--- src/rtl/fft16_output_reorder_pkg.sv ---
// Shared constants, read-FSM state type and the radix-4 digit-reversal helper
// for the 16-point FFT output reorder block.
package fft16_output_reorder_pkg;

  localparam int NPT    = 16;
  localparam int DW_DEF = 16;
  localparam int IDXW   = 4;

  typedef enum logic {
    RD_IDLE   = 1'b0,
    RD_STREAM = 1'b1
  } rd_state_e;

  // Radix-4 digit reversal of a 4-bit bin index: swap the two base-4 digits.
  function automatic logic [IDXW-1:0] digit_rev4(input logic [IDXW-1:0] k);
    return {k[1:0], k[3:2]};
  endfunction

endpackage

--- src/rtl/fft16_output_reorder_if.sv ---
// Frame-in / bin-out bus of the FFT output reorder block.
// The slave side is the reorder block; the master side is its environment.
interface fft16_output_reorder_if
  import fft16_output_reorder_pkg::*;
  #(parameter int DW = DW_DEF);

  logic              in_valid;
  logic [NPT*DW-1:0] in_re;
  logic [NPT*DW-1:0] in_im;
  logic              in_ready;
  logic              out_valid;
  logic              out_ready;
  logic [DW-1:0]     out_re;
  logic [DW-1:0]     out_im;
  logic [IDXW-1:0]   out_idx;
  logic              out_last;
  logic              drop;

  modport master (
    output in_valid, in_re, in_im, out_ready,
    input  in_ready, out_valid, out_re, out_im, out_idx, out_last, drop
  );

  modport slave (
    input  in_valid, in_re, in_im, out_ready,
    output in_ready, out_valid, out_re, out_im, out_idx, out_last, drop
  );

endinterface

--- src/rtl/fft16_frame_bank.sv ---
// One frame of 16 complex samples held in registers, loaded in parallel and
// read one slot at a time through a 4-bit select.
module fft16_frame_bank
  import fft16_output_reorder_pkg::*;
  #(parameter int DW = DW_DEF)
  (
    input  logic              clk,
    input  logic              load_i,
    input  logic [NPT*DW-1:0] re_i,
    input  logic [NPT*DW-1:0] im_i,
    input  logic [IDXW-1:0]   sel_i,
    output logic [DW-1:0]     re_o,
    output logic [DW-1:0]     im_o
  );

  // Data storage is intentionally not reset; the full flags qualify it.
  logic [DW-1:0] re_q [NPT];
  logic [DW-1:0] im_q [NPT];

  always_ff @(posedge clk) begin
    if (load_i) begin
      for (int s = 0; s < NPT; s++) begin
        re_q[s] <= re_i[s*DW +: DW];
        im_q[s] <= im_i[s*DW +: DW];
      end
    end
  end

  assign re_o = re_q[sel_i];
  assign im_o = im_q[sel_i];

endmodule

--- src/rtl/fft16_output_reorder.sv ---
// Ping-pong capture of parallel FFT frames and natural-order streaming of the
// 16 bins over valid/ready; frames arriving with both banks full are dropped.
module fft16_output_reorder
  import fft16_output_reorder_pkg::*;
  #(
    parameter int DW       = DW_DEF,
    parameter bit DIGITREV = 1'b1
  )
  (
    input logic                   clk,
    input logic                   rst,
    fft16_output_reorder_if.slave bus
  );

  rd_state_e       state_q, state_d;
  logic [1:0]      full_q, full_d;
  logic            wr_ptr_q, wr_ptr_d;
  logic            rd_ptr_q, rd_ptr_d;
  logic [IDXW-1:0] cnt_q, cnt_d;
  logic            drop_q;

  logic            cap, beat, rel, stream;
  logic            load0, load1;
  logic [IDXW-1:0] slot;
  logic [DW-1:0]   re0, im0, re1, im1;

  // in_ready depends on registered state only, never on out_ready.
  assign bus.in_ready = ~full_q[wr_ptr_q];
  assign cap    = bus.in_valid & ~full_q[wr_ptr_q];
  assign stream = (state_q == RD_STREAM);
  assign beat   = stream & bus.out_ready;
  assign rel    = beat & (cnt_q == 4'hF);
  assign load0  = cap & ~wr_ptr_q;
  assign load1  = cap & wr_ptr_q;
  assign slot   = DIGITREV ? digit_rev4(cnt_q) : cnt_q;

  fft16_frame_bank #(.DW(DW)) u_bank0 (
    .clk(clk), .load_i(load0), .re_i(bus.in_re), .im_i(bus.in_im),
    .sel_i(slot), .re_o(re0), .im_o(im0)
  );

  fft16_frame_bank #(.DW(DW)) u_bank1 (
    .clk(clk), .load_i(load1), .re_i(bus.in_re), .im_i(bus.in_im),
    .sel_i(slot), .re_o(re1), .im_o(im1)
  );

  assign bus.out_valid = stream;
  assign bus.out_re    = stream ? (rd_ptr_q ? re1 : re0) : '0;
  assign bus.out_im    = stream ? (rd_ptr_q ? im1 : im0) : '0;
  assign bus.out_idx   = cnt_q;
  assign bus.out_last  = stream & (cnt_q == 4'hF);
  assign bus.drop      = drop_q;

  // Capture and release never target the same bank: one is empty, one is full.
  always_comb begin
    full_d   = full_q;
    wr_ptr_d = wr_ptr_q;
    state_d  = state_q;
    cnt_d    = cnt_q;
    rd_ptr_d = rd_ptr_q;
    if (cap) begin
      full_d[wr_ptr_q] = 1'b1;
      wr_ptr_d         = ~wr_ptr_q;
    end
    if (rel) full_d[rd_ptr_q] = 1'b0;
    case (state_q)
      RD_IDLE: begin
        if (full_q[rd_ptr_q]) state_d = RD_STREAM;
      end
      RD_STREAM: begin
        if (beat) begin
          cnt_d = cnt_q + 4'd1;
          if (rel) begin
            rd_ptr_d = ~rd_ptr_q;
            cnt_d    = '0;
            state_d  = full_q[~rd_ptr_q] ? RD_STREAM : RD_IDLE;
          end
        end
      end
      default: state_d = RD_IDLE;
    endcase
  end

  always_ff @(posedge clk) begin
    if (rst) begin
      state_q  <= RD_IDLE;
      full_q   <= '0;
      wr_ptr_q <= 1'b0;
      rd_ptr_q <= 1'b0;
      cnt_q    <= '0;
      drop_q   <= 1'b0;
    end else begin
      state_q  <= state_d;
      full_q   <= full_d;
      wr_ptr_q <= wr_ptr_d;
      rd_ptr_q <= rd_ptr_d;
      cnt_q    <= cnt_d;
      drop_q   <= drop_q | (bus.in_valid & full_q[wr_ptr_q]);
    end
  end

endmodule
--- src/flat_wrapper.sv ---
// flat-port wrapper written by rule: the top's interface ports become plain ports
module fft16_output_reorder_flat import fft16_output_reorder_pkg::*;
#(
    parameter int DW       = DW_DEF,
    parameter bit DIGITREV = 1'b1
  )
  (clk, rst, bus_in_valid, bus_in_re, bus_in_im, bus_out_ready, bus_in_ready, bus_out_valid, bus_out_re, bus_out_im, bus_out_idx, bus_out_last, bus_drop);
  fft16_output_reorder_if #(.DW(DW)) bus_i ();
  input logic clk;
  input logic rst;
  input wire logic [$bits(bus_i.in_valid)-1:0] bus_in_valid;
  input wire logic [$bits(bus_i.in_re)-1:0] bus_in_re;
  input wire logic [$bits(bus_i.in_im)-1:0] bus_in_im;
  input wire logic [$bits(bus_i.out_ready)-1:0] bus_out_ready;
  output wire logic [$bits(bus_i.in_ready)-1:0] bus_in_ready;
  output wire logic [$bits(bus_i.out_valid)-1:0] bus_out_valid;
  output wire logic [$bits(bus_i.out_re)-1:0] bus_out_re;
  output wire logic [$bits(bus_i.out_im)-1:0] bus_out_im;
  output wire logic [$bits(bus_i.out_idx)-1:0] bus_out_idx;
  output wire logic [$bits(bus_i.out_last)-1:0] bus_out_last;
  output wire logic [$bits(bus_i.drop)-1:0] bus_drop;
  assign bus_i.in_valid = bus_in_valid;
  assign bus_i.in_re = bus_in_re;
  assign bus_i.in_im = bus_in_im;
  assign bus_i.out_ready = bus_out_ready;
  assign bus_in_ready = bus_i.in_ready;
  assign bus_out_valid = bus_i.out_valid;
  assign bus_out_re = bus_i.out_re;
  assign bus_out_im = bus_i.out_im;
  assign bus_out_idx = bus_i.out_idx;
  assign bus_out_last = bus_i.out_last;
  assign bus_drop = bus_i.drop;
  fft16_output_reorder #(.DW(DW), .DIGITREV(DIGITREV)) u_core (.clk(clk), .rst(rst), .bus(bus_i));
endmodule
--- config.mk ---
export PLATFORM = sky130hd
export DESIGN_NAME = fft16_output_reorder_flat
export DESIGN_NICKNAME = d
export VERILOG_FILES = /design/src/rtl/fft16_output_reorder_pkg.sv /design/src/rtl/fft16_output_reorder_if.sv /design/src/rtl/fft16_frame_bank.sv /design/src/rtl/fft16_output_reorder.sv /design/src/flat_wrapper.sv
export SDC_FILE = /design/constraint.sdc
export NUM_CORES = 1
export LEC_CHECK = 0
export BUFFER_PORTS_ARGS = -buffer_cell sky130_fd_sc_hd__buf_4
export CAP_MARGIN = 10
export CORE_MARGIN = 10
export CORE_UTILIZATION = 40
export CTS_CLUSTER_DIAMETER = 50
export DETAILED_ROUTE_END_ITERATION = 10
export SLEW_MARGIN = 40
export SYNTH_ARGS = -nofsm -noshare
export SYNTH_HDL_FRONTEND = slang
export SYNTH_SLANG_ARGS = --single-unit
--- constraint.sdc ---
create_clock -name clk -period 40.1 [get_ports clk]
set_input_delay 2.005 -clock clk [delete_from_list [all_inputs] [get_ports clk]]
set_output_delay 2.005 -clock clk [all_outputs]
set_load 0.01 [all_outputs]
# Word level (Yosys, flattened, before mapping)
# Memories as Yosys holds them, arrays and structs flattened. A register that Yosys moved wholly into a read port is not among the register bits.
# Index checks and enable logic that the tools add are counted.
# W data, S select, Z words.
[classes]
addsub = 1
mul = 0
div = 0
n_lt_le_gt_ge = 5
n_eq_ne = 1
shifts = 0
mux = 34
bitwise_logic = 15
n_reduce_logical = 4
[ops]
columns = ["cell", "count"]
rows = [
  ["$mux W16", 4],
  ["$mux W4", 9],
  ["$mux W1", 16],
  ["$and A1 B1 Y1", 7],
  ["$lt A1 B2 Y1 const B", 3],
  ["$add A4 B1 Y4 const B", 1],
  ["$eq A4 B4 Y1 const B", 1],
  ["$mux W2", 2],
  ["$not A1 Y1", 4],
  ["$reduce_and A3 Y1", 1],
  ["$and A2 B2 Y2", 1],
  ["$demux W1 S1", 2],
  ["$ge A1 B1 Y1 const B", 2],
  ["$logic_and A1 B1 Y1", 2],
  ["$not A2 Y2", 1],
  ["$or A2 B2 Y2", 1],
  ["$pmux W1 S2", 1],
  ["$reduce_and A2 Y1", 1],
  ["$or A1 B1 Y1", 1],
]
[totals]
reg_bits = 10
latchBits = 0
ram_bits = 1024
mem_bits_ro = 0
in_bits = 516
output_inout_bits = 40
word_cells = 70
mem_count = 4
[memory_table]
columns = ["name", "depth", "word_bits", "rd", "rd_ports_with_merged_regs", "write_ports", "line", "source"]
rows = [
  ["u_core.u_bank0.im_q", 16, 16, 1, 1, 16, "fft16_frame_bank.sv:18", "logic [DW-1:0] im_q [NPT];"],
  ["u_core.u_bank0.re_q", 16, 16, 1, 1, 16, "fft16_frame_bank.sv:17", "logic [DW-1:0] re_q [NPT];"],
  ["u_core.u_bank1.im_q", 16, 16, 1, 1, 16, "fft16_frame_bank.sv:18", ""],
  ["u_core.u_bank1.re_q", 16, 16, 1, 1, 16, "fft16_frame_bank.sv:17", ""],
]

# Longest topological paths before layout
# Gate-level depths: netlist of the first run.
[logic_depth]
ltp_word = 8
mapped_depth = 8
ltp_nobuf = 5

# Modules after synthesis
# From an unflattened synthesis of the first run, not the netlist that was laid out.
[hier_totals]
hier_cells = 1690
area_unflattened_um2 = 39130.0
[modules_own_cells]
columns = ["module", "n_inst", "cells_each", "area_each_um2", "seq_area_each_um2"]
rows = [
  ["fft16_frame_bank", 2, 783, 19103.3, 15374.7],
  ["fft16_output_reorder", 1, 124, 923.4, 200.2],
]

# Least setup slack after synthesis of the first run
# No wires, ideal clock.
[synth_timing]
kind = "input-to-reg"
from = "input port bus_in_valid"
to = "register u_core.full_q[0]"
setup_ps = 187
arrival_time_ps = 42472
t_required_ps = 39913
slack_ps = -2559
path_stages = 2
n_path_buf = 0
path_cell_list = "nor3b_1 > o221a_2"
[synth_between]
elab_chain_len = 4
[synth_lines]
columns = ["element", "line", "source"]
rows = [
  ["from (decl)", "flat_wrapper.sv:11", "input wire logic [$bits(bus_i.in_valid)-1:0] bus_in_valid;"],
  ["$and A1 B1 Y1 *", "fft16_output_reorder.sv:29", "assign cap = bus.in_valid & ~full_q[wr_ptr_q];"],
  ["$mux W2 *", "fft16_output_reorder.sv:61", "if (cap) begin"],
  ["$and A2 B2 Y2 (no source line)", "n/a", ""],
  ["$mux W2 *", "fft16_output_reorder.sv:65", "if (rel) full_d[rd_ptr_q] = 1'b0;"],
  ["to (signal assigned)", "fft16_output_reorder.sv:94", "full_q <= full_d;"],
  ["to (decl)", "fft16_output_reorder.sv:16", "logic [1:0] full_q, full_d;"],
]
# Every way passes the cells marked *; elsewhere a longest branch is shown, timed or not.
# A chain may end at the register's enable or synchronous reset.

==> results.py, run 1 <==
metrics = {
    "status": {
        "status": "complete, no violations",
    },
    "sta": {
        "fin_tns_setup_ns": 0,
        "slew-limit-headroom_pct": 39.7,
        "grt_setup_unrepaired": "no",
        "max_freq_mhz": 160,
        "finalMaxSlewViolations": 0,
        "setup_violations": 0,
        "min_period_ns": 6.25,
        "clock_skew_ns": 0.0266,
        "tightest_slew_ns": 0.904,
        "hold_violations": 0,
        "min_period_over_period_pct": 15.6,
    },
    "logic_synthesis": {
        "async_flop_share_pct": 0,
        "yosysTopAreaCellShare_pct": 78.0,
        "synthFlopType": "edfxtp_1",
        "synth_cells": 1705,
        "ys_ff_latch": 1038,
        "yosysMostFrequentCell": "edfxtp_1",
        "yosysWarnings": 0,
        "synth.avg_cell_area_um2": 23.1,
        "synthTopCellsByArea": "edfxtp_1 (78%), mux4_2 (13%), mux2_2 (1.8%)",
        "netlist_area_um2": 39400,
        "synth-edff-count": 1024,
        "syn-num-nets": 2222,
        "synth_seq_area_share_pct": 78.7,
        "synth_top_area_cell": "edfxtp_1",
        "synth_top_cells_by_count": "edfxtp_1 (1,024), mux4_2 (224), mux2i_1 (65)",
        "synth_cell_types": 34,
    },
    "min_path": {
        "min_to": "u_core.bus.drop",
        "hold_path_depth": 1,
        "hold_path.class": "flop to flop",
        "hp-start": "u_core.bus.drop",
    },
    "layout": {
        "drive_gt1_share_pct": 44.0,
        "areaGrowthSynthToFinish_pct": 24.0,
        "fin_util_pct": 49.8,
        "n_fill_cell": 7918,
        "final_cells": 3708,
        "finalNetCount": 2831,
    },
    "setup_path": {
        "end_kind": "output pin",
        "critPathRequiredTime_ns": 38.10,
        "crit_type": "flop to output pin",
        "r2r-end": "u_core.u_bank1.im_q[4][10]",
        "r2r_start": "u_core.wr_ptr_q",
        "rr_worst_depth": 5,
        "cpPeakStageDelay_ns": 0.79,
        "crit_slowest_cell": "dfxtp_4",
        "critPathArrivalTime_ns": 4.25,
        "critical_path.max_fanout": 62,
        "crit_path_frequent_cell": "buf_4",
        "path_cells": "buf_12 -> buf_16 -> nor2b_4 -> buf_4 -> a221oi_1 -> o21ai_0 -> a21oi_1 -> buf_4",
        "r2r_slack_ns": 37.02,
        "crit_path_start_kind": "flop",
    },
    "cts": {
        "cts_buffer_depth": 3,
        "hold_buffers": 0,
        "clk_latency_ns": 0.69,
        "numCtsBuffers": 113,
        "clock_sinks": 1038,
        "htree_levels": 3,
        "clkTransAtPathRegs_ns": 0.05,
        "root_buffer": "clkbuf_16",
        "post_cts_resized": 0,
        "post_cts_buffers": 0,
        "cts_tree": "built",
    },
    "power_and_ir_drop": {
        "leakagePower_nw": 16.2,
        "ir_drop_mv": 0.0372,
        "power_density_nw_per_um2": 49.8,
        "power.total_mw": 2.44,
    },
    "detailed_routing": {
        "drt_first_iter_violations": 1757,
        "dr.pass1.iters": 6,
        "vias": 20223,
        "drc": 0,
        "post_drt_wl_per_cell_um": 29.5,
        "totalWireLength_mm": 109,
        "drtAntennaViolNets": 0,
        "avgViaCountPerCell": 5.45,
    },
    "floorplan": {
        "die_x_um": 334,
        "rows": 115,
        "die-area_um2": 111000,
        "initial_utilization_pct": 40.2,
        "io_pins": 556,
        "die_h_um": 334,
        "core_um2": 98100,
    },
    "placed_design": {
        "io_buffer_count": 555,
        "placed_cells": 3485,
        "gp_congestion": 0.794,
        "hpwl_mm": 73.4,
    },
    "grt": {
        "grt_pass1_vias": 21927,
        "grt_pass1_wl_mm": 155,
        "grt_max_degree": 106,
        "grt_util_all_layers_pct": 19.2,
        "grt.overflow.total": 0,
        "antenna_found_initial": 28,
    },
    "run": {
        "drv_cap": 0,
    },
}
[report_power, final]
| group | switching (mW) | internal, mW |
|---|---|---|
| clock network | 0.418 | 0.582 |
| registers | 0.0170 | 1.27 |
| logic | 0.0804 | 0.0719 |
| total | 0.515 | 1.92 |
[layer usage]
metal / wire length [um] / vias to the layer above / global-route usage, % / share of wire [%]
met4: 2290 / 26 / 5.92 / 2.1
met5: 178 / - / 0 / 0.16
met1: 42500 / 10608 / 23.9 / 39
met2: 55600 / 829 / 32.4 / 51
li1: - / 8611 / - / -
met3: 8710 / 149 / 5.29 / 8.0
[worst max-delay path: cells and delay by family, from the launching register on]
| kind | cells | cell delay, ns |
|---|---|---|
| flip-flops | 1 | 0.79 |
| AO/OA/AOI/OAI | 3 | 0.44 |
| AND/OR/NAND/NOR | 1 | 0.67 |
| buffers and inverters | 4 | 1.52 |
[worst max-delay path by stage]
stage                       from               end  slack, ns  cells after the start
global placement            flop    bus_out_im[10]      34.35                      7
floorplan           bus_in_valid  u_core.full_q[1]      14.16                      3
detailed placement          flop    bus_out_im[12]      34.28                      7
CTS                         flop    bus_out_im[12]      33.53                      7
finish                      flop    bus_out_im[10]      33.85                      8
global route                flop    bus_out_im[10]      33.51                      8
[layout by cell type, fill, tap and decap left out, types with 4 or more instances in the layout]
| cell type | instances |
|---|---|
| bufinv_16 | 7 |
| clkinvlp_4 | 8 |
| clkbuf_1 | 31 |
| o21ai_0 | 25 |
| mux2i_1 | 65 |
| a221oi_1 | 56 |
| buf_4 | 572 |
| a21oi_1 | 38 |
| buf_16 | 5 |
| clkinv_4 | 4 |
| inv_6 | 6 |
| o2111ai_1 | 8 |
| nor2_1 | 4 |
| buf_12 | 7 |
| clkinv_2 | 12 |
| nand3_1 | 4 |
| dfxtp_1 | 9 |
| buf_6 | 9 |
| clkbuf_16 | 117 |
| mux4_2 | 224 |
| o221ai_1 | 34 |
| mux2_2 | 64 |
| clkinv_1 | 19 |
| diode_2 | 14 |
| nand2_1 | 19 |
| edfxtp_1 | 1024 |
[kinds of logic after synthesis]
| logic type | synth area share, % |
|---|---|
| muxes | 16.3 |
| and+or+nand+nor | 0.492 |
| DFF | 78.7 |
| adders and majority gates | 0.0317 |
| buffers and inverters | 1.35 |
| AOI/OAI and AO/OA | 3.05 |
| xor gates and xnor gates | 0.0445 |
[final cells by class]
class | count | area [um^2] | share of cell area, %
Antenna cell | 14 | 35.0 | 0.0717
Clock buffer | 149 | 3060 | 6.26
Clock inverter | 59 | 534 | 1.09
Inverter | 4 | 16.3 | 0.0333
Multi-Input combinational cell | 563 | 7890 | 16.1
Sequential cell | 1038 | 31000 | 63.5
Tap cell | 1287 | 1610 | 3.29
Timing Repair Buffer | 594 | 4690 | 9.59
[state kept, by name (all words and copies together), names as in the netlist, named ones only]
register	count
u_core.u_bank0.im_q	256
u_core.u_bank1.re_q	256
u_core.wr_ptr_q	1
u_core.u_bank1.im_q	256
u_core.u_bank0.re_q	256
u_core.bus.drop	1
u_core.full_q	2
u_core.bus.out_valid	1
u_core.rd_ptr_q	1
u_core.bus.out_idx	4
[metrics by stage]
stage | instance area (um^2) | hold slack [ns] | worst slack, ns
floorplan | 39400 | 0.480 | 14.16
global placement | 45000 | 0.452 | 34.35
detailed placement | 45200 | 0.460 | 34.28
CTS | 48800 | 0.473 | 33.53
global route | 48900 | 0.517 | 33.51
finish | 48900 | 0.471 | 33.85
No activity file was read; power rests on OpenSTA's default activity.
==> run 2, diff against run 1 <==
Clock period 40.1 ns to 5.42 ns, I/O delays scaled along.
==> run 2 against run 1 <==
  * Wire length up 5.1%
  * Largest cell class unchanged
  * Final cell count up 15%
  * Die area unchanged
  * Clock skew down 0.0045 ns
  * Critical path depth down 2
  * Global-route usage up 1.1 points
  * Sequential power rose to 7.4 times the previous value
  * Combinational power rose to 9.7 times the previous value
  * Utilization up 5.6 points
==> results.py, run 2 (synthesized netlist as in run 1, its figures left out) <==
metrics = {
    "status": {
        "status": "complete, no violations",
    },
    "floorplan": {
        "rows": 115,
        "die_h_um": 334,
        "initial_utilization_pct": 40.2,
        "die_x_um": 334,
        "core_um2": 98100,
        "io_pins": 556,
        "die-area_um2": 111000,
    },
    "cts": {
        "clkTransAtPathRegs_ns": 0.06,
        "post_cts_buffers": 0,
        "clock_sinks": 1038,
        "post_cts_resized": 0,
        "clk_latency_ns": 0.68,
        "cts_buffer_depth": 3,
        "root_buffer": "clkbuf_16",
        "numCtsBuffers": 118,
        "htree_levels": 3,
        "cts_tree": "built",
    },
    "power_and_ir_drop": {
        "switching_share_pct": 21.4,
        "p_int_mw": 14.7,
        "ir_drop_mv": 0.297,
        "power_density_nw_per_um2": 344,
        "power.share.clock_pct": 41.5,
        "leakagePower_nw": 18.6,
        "combPwrFrac_pct": 7.8,
        "power.total_mw": 18.7,
        "p_switching_mw": 4.01,
        "power_frac_seq_pct": 50.7,
    },
    "layout": {
        "n_fill_cell": 7403,
        "drive_gt1_share_pct": 36.8,
        "finalNetCount": 3356,
        "final_common_cell": "edfxtp_1",
        "layout_common_cells": "edfxtp_1 (1,024), buf_4 (578), dlygate4sd3_1 (515)",
        "areaGrowthSynthToFinish_pct": 38.0,
    },
    "placed_design": {
        "pre_cts_ws_ns": 2.19,
        "io_buffer_count": 555,
        "gp_congestion": 0.789,
        "hpwl_mm": 74.7,
    },
    "detailed_routing": {
        "totalWireLength_mm": 115,
        "avgViaCountPerCell": 5.27,
        "drtAntennaViolNets": 0,
        "vias": 22386,
        "drt_first_iter_violations": 1723,
        "post_drt_wl_per_cell_um": 27.0,
        "drc": 0,
        "dr.pass1.iters": 8,
    },
    "sta": {
        "tightest_slew_ns": 0.876,
        "min_period_over_period_pct": 70.6,
        "hold_violations": 0,
        "fin_ws_ns": 1.60,
        "setup_violations": 0,
        "finalMaxSlewViolations": 0,
        "max_freq_mhz": 261,
        "grt_setup_unrepaired": "no",
        "min_period_ns": 3.82,
        "fin_tns_setup_ns": 0,
        "slew-limit-headroom_pct": 41.6,
        "clock_skew_ns": 0.0221,
    },
    "setup_path": {
        "critPathRequiredTime_ns": 5.15,
        "end_kind": "output pin",
        "critical_path.max_fanout": 24,
        "crit_path_start_kind": "flop",
        "critPathArrivalTime_ns": 3.55,
        "crit_type": "flop to output pin",
    },
    "min_path": {
        "hold_path.class": "input port to flop",
    },
    "grt": {
        "grt_pass1_wl_mm": 167,
        "grt.overflow.total": 0,
        "grt_util_all_layers_pct": 20.2,
        "grt_max_degree": 140,
        "grt_pass1_vias": 25048,
        "antenna_found_initial": 37,
    },
    "run": {
        "drv_cap": 0,
    },
}
## run 2: repair_timing
action                                   CTS  global route
hold endpoints to repair                1040             0
endpoints found under the setup margin     0             0
hold buffers                             515             0
## run 2: worst paths after layout
path                    startpoint                          to  slack [ns]  cells after the start
hold reg to reg    u_core.bus.drop             u_core.bus.drop        0.48                      1
hold / removal       bus_in_im[12]  u_core.u_bank1.im_q[0][12]        0.31                      2
setup / recovery              flop              bus_out_im[11]        1.60                      6
setup reg to reg  u_core.full_q[0]  u_core.u_bank0.re_q[11][4]        2.99                      4
## run 2: through the flow
| step | utilization (%) | hold slack [ns] | area [um^2] | cells |
|---|---|---|---|---|
| after global routing | 55.4 | 0.271 | 54400 | 4244 |
| after detailed placement | 46.2 | 0.459 | 45300 | 3489 |
| after global placement | 46.0 | 0.457 | 45200 | 3484 |
| final | 55.4 | 0.308 | 54400 | 4249 |
| after floorplan | - | 0.370 | 39400 | 1705 |
| after CTS | 55.3 | 0.253 | 54300 | 4220 |
## run 2: critical path, cell delays in order (launching register included)
cell and delay, ns:
dfxtp_4 0.77, buf_4 0.60, and2_2 0.29, buf_4 0.49, a221oi_1 0.19, a21oi_1 0.30
buf_4 0.18
## run 2: area by class of cell
cell class,instances,area [um^2],area share (%)
Inverter,4,17.5,0.0322
Clock inverter,72,698,1.28
Multi-Input combinational cell,563,7910,14.5
Tap cell,1287,1610,2.96
Sequential cell,1038,31000,57.1
Antenna cell,27,67.6,0.124
Timing Repair Buffer,1114,9920,18.2
Clock buffer,144,3110,5.73
## run 2: metal layers
layer	vias up	GRT usage, %	routed length (um)	part of all wire (%)
li1	9681	-	-	-
met1	11598	25.2	45300	39
met2	875	34.7	58800	51
met3	210	4.75	7720	6.7
met4	22	6.69	2960	2.6
met5	-	0	134	0.12
## run 2: power by group through the flow
stage / clock (mW) / sequential, mW / combinational, mW
after global placement: 0 / 9.64 / 1.08
after global routing: 8.25 / 9.52 / 1.57
after CTS: 7.93 / 9.49 / 1.48
after floorplan: 0 / 9.78 / 0.509
after detailed placement: 0 / 9.65 / 1.13
final: 7.77 / 9.49 / 1.47
==> run 3, diff against run 2 <==
Settings changed: ABC_AREA set to 1.
Clock period 5.42 ns to 3.2 ns, I/O delays scaled along.
==> run 3 against run 2 <==
  * Final cell count up 44%
  * First-iteration DRC count up 57%
  * Final area up 4.2%
  * Wire length up 11%
  * Global-route usage up 0.51 points
  * Sequential power up 70%
  * Area after synthesis up 6.6%
  * Synthesized cell count up 110%
  * Register-to-register slack worse by 1.9 ns
  * Flip-flop and latch count unchanged
  * Non-clock buffer count up 33
  * Critical path type unchanged
  * Largest cell class unchanged
==> results.py, run 3 <==
metrics = {
    "detailed_routing": {
        "drt_first_iter_violations": 2703,
        "drc": 0,
        "drtAntennaViolNets": 0,
        "vias": 30834,
        "totalWireLength_mm": 128,
        "dr.pass1.iters": 6,
        "post_drt_wl_per_cell_um": 21.0,
        "avgViaCountPerCell": 5.06,
    },
    "layout": {
        "n_fill_cell": 8535,
        "fin_util_pct": 54.5,
        "drive_gt1_share_pct": 17.5,
        "regArea_um2": 31000,
        "finalNetCount": 5112,
        "areaGrowthSynthToFinish_pct": 34.9,
        "final_cells": 6098,
        "layout_common_cells": "nand2_1 (1,256), edfxtp_1 (1,024), nand3_1 (681)",
        "multi_input_area_um2": 9570,
        "final_common_cell": "nand2_1",
    },
    "setup_path": {
        "end_kind": "output pin",
        "crit_type": "flop to output pin",
        "critPathRequiredTime_ns": 3.04,
        "r2r_slack_ns": 1.14,
        "crit_path_start_kind": "flop",
        "critical_path.max_fanout": 110,
        "critPathArrivalTime_ns": 2.87,
    },
    "floorplan": {
        "die_h_um": 344,
        "core_um2": 104000,
        "rows": 118,
        "die-area_um2": 118000,
        "initial_utilization_pct": 40.4,
        "io_pins": 556,
        "die_x_um": 344,
    },
    "power_and_ir_drop": {
        "ir_drop_mv": 0.451,
        "leakagePower_nw": 21.9,
        "power.share.clock_pct": 41.2,
        "p_switching_mw": 7.03,
        "power_density_nw_per_um2": 560,
        "power_frac_seq_pct": 50.6,
        "switching_share_pct": 22.1,
        "combPwrFrac_pct": 8.2,
        "p_int_mw": 24.7,
    },
    "cts": {
        "clock_sinks": 1038,
        "cts_buffer_depth": 3,
        "cts_tree": "built",
        "htree_levels": 3,
        "root_buffer": "clkbuf_16",
        "clk_latency_ns": 0.71,
        "clkTransAtPathRegs_ns": 0.06,
        "numCtsBuffers": 115,
    },
    "logic_synthesis": {
        "yosysWarnings": 0,
        "synthTopCellsByArea": "edfxtp_1 (73%), nand2_1 (11%), nand3_1 (8.1%)",
        "synth_top_area_cell": "edfxtp_1",
        "ys_ff_latch": 1038,
        "synth_seq_area_share_pct": 73.9,
        "yosysMostFrequentCell": "nand2_1",
        "synthFlopType": "edfxtp_1",
        "async_flop_share_pct": 0,
        "syn-num-nets": 4069,
        "synth.avg_cell_area_um2": 11.8,
        "yosysTopAreaCellShare_pct": 73.2,
        "synth_cell_types": 22,
        "synth_cells": 3552,
        "synth-edff-count": 1024,
        "netlist_area_um2": 42000,
        "synth_top_cells_by_count": "nand2_1 (1,257), edfxtp_1 (1,024), nand3_1 (681)",
    },
    "sta": {
        "clock_skew_ns": 0.0245,
        "setup_violations": 0,
        "min_period_over_period_pct": 94.7,
        "slew-limit-headroom_pct": 41.3,
        "min_period_ns": 3.03,
        "grt_setup_unrepaired": "no",
        "hold_violations": 0,
        "fin_ws_ns": 0.169,
        "tightest_slew_ns": 0.880,
        "finalMaxSlewViolations": 0,
        "fin_tns_setup_ns": 0,
        "max_freq_mhz": 330,
    },
    "grt": {
        "grt_max_degree": 149,
        "grt_util_all_layers_pct": 20.8,
        "antenna_found_initial": 29,
        "grt_pass1_wl_mm": 188,
        "grt_pass1_vias": 30891,
        "grt.overflow.total": 0,
    },
    "placed_design": {
        "placed_cells": 5333,
        "hpwl_mm": 79.7,
        "pre_cts_ws_ns": 0.708,
        "io_buffer_count": 555,
        "gp_congestion": 0.798,
    },
    "status": {
        "status": "complete, no violations",
    },
    "run": {
        "drv_cap": 0,
    },
    "min_path": {
        "hold_path.class": "input port to flop",
    },
}
[run 3: metrics by stage]
step           total power [mW]  hold slack, ns  instance area (um^2)
3_3_place_gp               18.4           0.346                 47500
4_1_cts                    32.0           0.117                 56500
3_5_place_dp               18.4           0.347                 47500
6_report                   31.7           0.172                 56600
2_1_floorplan              17.4           0.229                 42000
5_1_grt                    32.8           0.140                 56600
[run 3: critical path: stages, from the launching register on]
cell and delay, ns:
dfxtp_4 0.38, buf_12 0.52, nand3_1 0.41, nand2_1 0.20, nand2_1 0.06, nand3_1 0.08
nand2_1 0.05, nor2_1 0.20, buf_4 0.18
[run 3: layout make-up]
type	instances	share of cell area, %
diodes	24	0.106
clock buffers	138	5.27
clock inverters	78	1.40
inverters	16	0.177
multi-input cells	2275	16.9
flip-flops and latches	1038	54.8
well taps	1380	3.05
repair buffers	1147	18.2
repair inverters	2	0.0486
[run 3: worst paths after layout]
| path | from | to | cells past startpoint |
|---|---|---|---|
| max | flop | bus_out_re[3] | 8 |
| min | bus_in_im[214] | u_core.u_bank1.im_q[13][6] | 2 |
| max reg2reg | u_core.full_q[1] | u_core.u_bank1.im_q[2][4] | 4 |
| min reg2reg | u_core.full_q[0] | u_core.bus.out_valid | 2 |
[run 3: cells by family (layout without fill, tap and decap cells)]
kind of cell,Yosys count,after routing,synth area share (%)
AOI/OAI and AO/OA,108,108,1.31
adders and majority gates,1,1,0.0298
buffers and inverters,239,1381,3.39
DFF,1038,1038,73.9
other,0,24,0
and+or+nand+nor,2166,2166,21.4
[run 3: power groups by stage]
stage / Clock [mW] / Sequential [mW] / Combinational [mW]
4_1_cts: 13.3 / 16.1 / 2.61
2_1_floorplan: 0 / 16.5 / 0.878
3_5_place_dp: 0 / 16.3 / 2.05
5_1_grt: 13.9 / 16.1 / 2.82
6_report: 13.1 / 16.1 / 2.60
3_3_place_gp: 0 / 16.3 / 2.03
[run 3: metal layers]
metal  track usage (%)  vias to the layer above  share of wire, %
li1                  -                    14522                 -
met1              26.1                    14874                40
met2              35.3                     1193                50
met3              4.67                      223               7.3
met4              6.66                       22               2.9
met5                 0                        -              0.10
[run 3: repair_timing]
item,CTS,global route
pin swaps,0,0
gates resized for setup,4,4
setup buffers,0,6
setup endpoints to repair,11,32
endpoints found under the hold margin,1038,0
hold buffers,516,0
cloned,0,3
